`src/rtl/cla_pkg.sv`:
```
// Shared definitions for the digit-serial CLA adder: slice width, FSM states
// and the counter-sizing helper.
package cla_pkg;

   localparam int SLICE_W = 4;

   typedef enum logic [1:0] {
      IDLE = 2'd0,
      RUN  = 2'd1,
      DONE = 2'd2
   } state_t;

   // Bits needed to count n slices, never less than one so WIDTH=4 still has a counter.
   function automatic int cntWidth(input int n);
      int w;
      w = 1;
      while ((1 << w) < n) w++;
      return w;
   endfunction

endpackage

```
`src/rtl/cla_serial_adder_cla4.sv`:
```
// Four-bit carry-lookahead slice: all carries derived in parallel from
// generate/propagate terms rather than rippled.
module CLA_4_bit (
   output logic [3:0] sum,
   output logic       cout,
   input  logic [3:0] a,
   input  logic [3:0] b,
   input  logic       cin
);

   logic [3:0] g;
   logic [3:0] p;
   logic [4:0] c;

   assign g = a & b;
   assign p = a ^ b;

   assign c[0] = cin;
   assign c[1] = g[0] | (p[0] & c[0]);
   assign c[2] = g[1] | (p[1] & g[0]) | (p[1] & p[0] & c[0]);
   assign c[3] = g[2] | (p[2] & g[1]) | (p[2] & p[1] & g[0])
               | (p[2] & p[1] & p[0] & c[0]);
   assign c[4] = g[3] | (p[3] & g[2]) | (p[3] & p[2] & g[1])
               | (p[3] & p[2] & p[1] & g[0]) | (p[3] & p[2] & p[1] & p[0] & c[0]);

   assign sum  = p ^ c[3:0];
   assign cout = c[4];

endmodule

```
`src/rtl/cla_serial_adder.sv`:
```
// Digit-serial wide adder: one 4-bit CLA slice per clock, LSB slice first,
// with the inter-slice carry held in a register.
module cla_serial_adder
   import cla_pkg::*;
#(
   parameter int WIDTH = 16
) (
   input  logic             clk,
   input  logic             rst,
   input  logic             in_valid,
   output logic             in_ready,
   input  logic [WIDTH-1:0] a,
   input  logic [WIDTH-1:0] b,
   input  logic             cin,
   output logic             out_valid,
   input  logic             out_ready,
   output logic [WIDTH-1:0] sum,
   output logic             cout,
   output logic             ovf,
   output logic             busy
);

   localparam int SLICES = WIDTH / SLICE_W;
   localparam int CNT_W  = cntWidth(SLICES);
   localparam logic [CNT_W-1:0] LAST = CNT_W'(SLICES - 1);

   generate
      if ((WIDTH < SLICE_W) || ((WIDTH % SLICE_W) != 0)) begin : gBadWidth
         $error("cla_serial_adder: WIDTH must be a positive multiple of 4");
      end
   endgenerate

   state_t           state_q, state_d;
   logic [WIDTH-1:0] a_q, a_d;
   logic [WIDTH-1:0] b_q, b_d;
   logic [WIDTH-1:0] sum_q, sum_d;
   logic             carry_q, carry_d;
   logic             cout_q, cout_d;
   logic             ovf_q, ovf_d;
   logic [CNT_W-1:0] count_q, count_d;

   logic [SLICE_W-1:0] sliceA;
   logic [SLICE_W-1:0] sliceB;
   logic [SLICE_W-1:0] sliceSum;
   logic               sliceCout;

   assign sliceA = a_q[int'(count_q) * SLICE_W +: SLICE_W];
   assign sliceB = b_q[int'(count_q) * SLICE_W +: SLICE_W];

   CLA_4_bit uSlice (
      .sum  (sliceSum),
      .cout (sliceCout),
      .a    (sliceA),
      .b    (sliceB),
      .cin  (carry_q)
   );

   always_ff @(posedge clk or posedge rst) begin
      if (rst) begin
         state_q <= IDLE;
         a_q     <= '0;
         b_q     <= '0;
         sum_q   <= '0;
         carry_q <= 1'b0;
         cout_q  <= 1'b0;
         ovf_q   <= 1'b0;
         count_q <= '0;
      end else begin
         state_q <= state_d;
         a_q     <= a_d;
         b_q     <= b_d;
         sum_q   <= sum_d;
         carry_q <= carry_d;
         cout_q  <= cout_d;
         ovf_q   <= ovf_d;
         count_q <= count_d;
      end
   end

   // cout/ovf are only refreshed on the MSB slice, so they survive the next accept
   // until that operation actually produces new values.
   always_comb begin
      state_d = state_q;
      a_d     = a_q;
      b_d     = b_q;
      sum_d   = sum_q;
      carry_d = carry_q;
      cout_d  = cout_q;
      ovf_d   = ovf_q;
      count_d = count_q;
      case (state_q)
         IDLE: begin
            if (in_valid) begin
               a_d     = a;
               b_d     = b;
               carry_d = cin;
               sum_d   = '0;
               count_d = '0;
               state_d = RUN;
            end
         end
         RUN: begin
            sum_d[int'(count_q) * SLICE_W +: SLICE_W] = sliceSum;
            carry_d = sliceCout;
            if (count_q == LAST) begin
               cout_d  = sliceCout;
               ovf_d   = (a_q[WIDTH-1] == b_q[WIDTH-1]) && (sliceSum[SLICE_W-1] != a_q[WIDTH-1]);
               state_d = DONE;
            end else begin
               count_d = count_q + 1'b1;
            end
         end
         DONE: begin
            if (out_ready) state_d = IDLE;
         end
         default: state_d = IDLE;
      endcase
   end

   assign in_ready  = (state_q == IDLE);
   assign out_valid = (state_q == DONE);
   assign busy      = (state_q != IDLE);
   assign sum       = sum_q;
   assign cout      = cout_q;
   assign ovf       = ovf_q;

endmodule

```
`config.mk`:
```
export PLATFORM = sky130hd
export DESIGN_NAME = cla_serial_adder
export DESIGN_NICKNAME = d
export VERILOG_FILES = /design/src/rtl/cla_pkg.sv /design/src/rtl/cla_serial_adder_cla4.sv /design/src/rtl/cla_serial_adder.sv
export SDC_FILE = /design/constraint.sdc
export NUM_CORES = 1
export LEC_CHECK = 0
export CORE_UTILIZATION = 52
export CTS_BUF_LIST = sky130_fd_sc_hd__clkbuf_2 sky130_fd_sc_hd__clkbuf_4 sky130_fd_sc_hd__clkbuf_8
export CTS_CLUSTER_DIAMETER = 120
export CTS_CLUSTER_SIZE = 8
export DETAILED_ROUTE_END_ITERATION = 10
export HOLD_SLACK_MARGIN = 0.1
export PLACE_DENSITY_LB_ADDON = 0.08
export SETUP_SLACK_MARGIN = 0.05
export SLEW_MARGIN = 10
export SYNTH_ARGS = -nofsm -noshare
export SYNTH_HDL_FRONTEND = slang
export SYNTH_SLANG_ARGS = --single-unit
```
`constraint.sdc`:
```
create_clock -name clk -period 3 [get_ports clk]
set_input_delay 0.75 -clock clk [delete_from_list [all_inputs] [get_ports clk]]
set_output_delay 0.75 -clock clk [all_outputs]
set_load 0.02 [all_outputs]
```
==> key figures <==
Clock network
  • Clk buf depth: 2
  • H-tree depth: 2
  • Worst skew pair latency: 310 ps
  • Clock-pin slew on the worst setup and hold paths: 100 ps
  • Num CTS Buffers: 5
  • Post-CTS setup buffer count: 0
  • Clk sinks: 55
  • CTS tree: yes
  • Hold-fix buffers, CTS: 0
  • Root buf cell: clkbuf_8

GRT
  • Number of global-route vias before repair: 1,848
  • Largest net degree at the start of global routing: 56
  • Antenna violations before repair: 0
  • First-pass GRT wire length: 8.79 mm
  • Gr ovfl total: 0
  • GRT Total Usage: 22.5%

Power
  • Comb power frac: 52.7%
  • Total power: 4020 µW
  • Switching share of power: 39.9%
  • Peak VDD IR: 613 µV
  • Seq pwr share: 33.0%
  • Net Sw Power: 1600 µW
  • Internal Dissipation: 2420 µW
  • Clk pwr share: 14.3%
  • PwrDens: 1200 nW/µm²
  • Lkg Pwr: 0.00144 µW

Critical path
  • R2R Setup Slk: 460 ps
  • Crit path DAT: 2790 ps
  • Crit Path Category: flop to flop
  • Slowest stage delay, CP: 580 ps
  • Crit-path max FO: 12
  • RR Endpoint: sum[3]
  • Worst r2r path cells: 6
  • CP endpoint kind: flop
  • Req. time, crit path: 3250 ps
  • Reg-to-reg startpoint: count_q[0]
  • Worst-path cell chain: mux4_2, ha_1, o21ai_0, o21a_1, nor3_1, a22o_1
  • Slowest CP cell: dfrtp_2
  • Setup crit start kind: flop

Synth
  • Seq/Total Area, Yosys: 53.2%
  • Number of synthesized flops with an enable pin: 0
  • Post-synth top flop: dfrtp_1
  • Synth unique cells: 34
  • Synth Instances: 184
  • FF+latch count, synth: 55
  • Post-synth ARST share: 100%
  • Yosys warns: 0
  • Syn nets: 232
  • Average size of a mapped cell: 14.1 µm²
  • Synthesized area: 2590 µm²

Place
  • GPL Wtd Cong: 0.872
  • DP Wirelength: 3.85 mm
  • Placed insts: 305
  • # port buffers: 57

Timing
  • Least-Margin Pin Slew: 539 ps
  • Clock skew: 11.4 ps
  • F_max: 0.394 GHz
  • Final TNS setup: 0 ps
  • Final period util: 84.7%
  • Final hold vios: 0
  • RSZ-0062 raised after global routing: no
  • Final setup vio count: 0
  • Rel. slew slack: 63.8%
  • Slew Limit Fails: 0
  • Minimum clock period: 2540 ps
  • Worst hold slack: 487 ps

Cells and area
  • Proportion of layout cells with a drive suffix above 1: 21.1%
  • Layout area overhead: 29.9%
  • Core Util, Final: 70.7%
  • Post-route insts no fill: 313
  • Nets: 293
  • Ant. Diodes: 0
  • FILL cells: 346
  • Most frequent cells in the layout: clkdlybuf4s50_1 (57), dfrtp_1 (54), mux2_2 (28), a22o_1 (16), ha_1 (10)
  • Most common library cell in the layout ignoring fill and taps: clkdlybuf4s50_1

Detailed routing
  • First-pass iteration count of the detailed router: 4
  • Routed Antenna Nets: 0
  • Iteration-0 DRC Markers: 120
  • Avg Vias per Cell: 5.57
  • WL per Instance: 16.9 µm
  • DRC Markers: 0
  • WL final: 5.28 mm
  • Via count: 1,744

Min path
  • WHS Endpoint: cout
  • Hold_sp: cout
  • Hold depth: 2
  • Hold crit path type: flop to flop

Floorplanning
  • Initial Util: 54.4%
  • Ports: 58
  • Die Wd: 72.5 µm
  • Die height: 72.5 µm
  • # rows: 25
  • Die area: 5260 µm²
  • CORE AREA: 4750 µm²

Run
  • Max cap viols: 0

Run status
  • Status: finished, final reports clean
==> cell usage after synthesis, types with 2 or more instances <==
library cell  instances  area (µm²)
nand2_1               8        30.0
nand2b_1              2        12.5
mux2_2               28         315
nand3_1               3        15.0
a22o_1               16         140
mux4_2                8         180
inv_1                 5        18.8
nor2b_1               2        12.5
a21oi_1               7        35.0
buf_6                 4        45.0
ha_1                 10         125
nor3_1                3        15.0
nor2_1                5        18.8
mux2_1                4        45.0
nor4b_2               2        30.0
o21ai_0               4        20.0
or3_1                 2        12.5
dfrtp_1              55        1380
==> stage by stage <==
step | setup WS (ps) | cell area [µm²]
floorplan | 481 | 2590
global placement | 336 | 3220
detailed placement | 266 | 3220
CTS | 234 | 3360
global route | 273 | 3360
finish | 459 | 3360
==> metal layers <==
layer  vias up  global-route usage [%]  part of all wire [%]
met2        61                    38.0                    52
met5         -                       0                     0
met4         0                    8.93                   2.4
met1       869                    28.8                    41
li1        801                       -                     -
met3        13                    4.17                   4.2
==> what timing repair did <==
item | in CTS | in global routing
hold endpoints to repair | 0 | 0
endpoints found under the setup margin | 0 | 1
resized for setup | 0 | 1
==> power groups by stage <==
stage / clock network (µW) / logic [µW] / registers (µW)
after floorplan: 0 / 1470 / 1310
after global placement: 0 / 2000 / 1330
after detailed placement: 0 / 2110 / 1350
after CTS: 583 / 2130 / 1330
after global routing: 612 / 2300 / 1380
final: 574 / 2120 / 1330
==> worst max path at each step <==
stage / startpoint / end / cells after the start
floorplan: count_q[0] / ovf / 7
global placement: count_q[0] / sum[15] / 6
detailed placement: count_q[0] / sum[3] / 6
CTS: count_q[0] / sum[3] / 6
global route: count_q[0] / sum[3] / 6
finish: count_q[0] / sum[3] / 6
==> critical path, delay by kind of cell (launching register included) <==
family / cells / cell delay [ps]
flops: 1 / 580
compound gates: 3 / 520
simple gates: 1 / 430
fa+ha+maj: 1 / 380
mux: 1 / 570
==> final cells by class <==
type                            count  area, µm²  share of cell area (%)
Sequential cell                    55       1380                    41.0
Clock inverter                      2       60.1                    1.79
Inverter                            5       18.8                   0.558
Clock buffer                        6       76.3                    2.27
Timing Repair Buffer               60        606                    18.0
Tap cell                           67       83.8                    2.49
Multi-Input combinational cell    118       1140                    33.9
==> state kept, by name (all words and copies together), names as in the netlist <==
| name | count |
|---|---|
| a_q | 16 |
| b_q | 16 |
| sum | 16 |
| count_q | 2 |
| state_q | 2 |
| carry_q | 1 |
| cout | 1 |
| ovf | 1 |
==> cells by family after synthesis <==
kind of cell	count (synthesis)	synth area share (%)
buf+inv	11	2.80
fa+ha+maj	11	5.61
simple gates	31	7.25
flops	55	53.2
xor+xnor	2	0.677
mux	41	21.3
compound gates	33	9.19
Note: power is estimated with default switching activity, not from simulation.
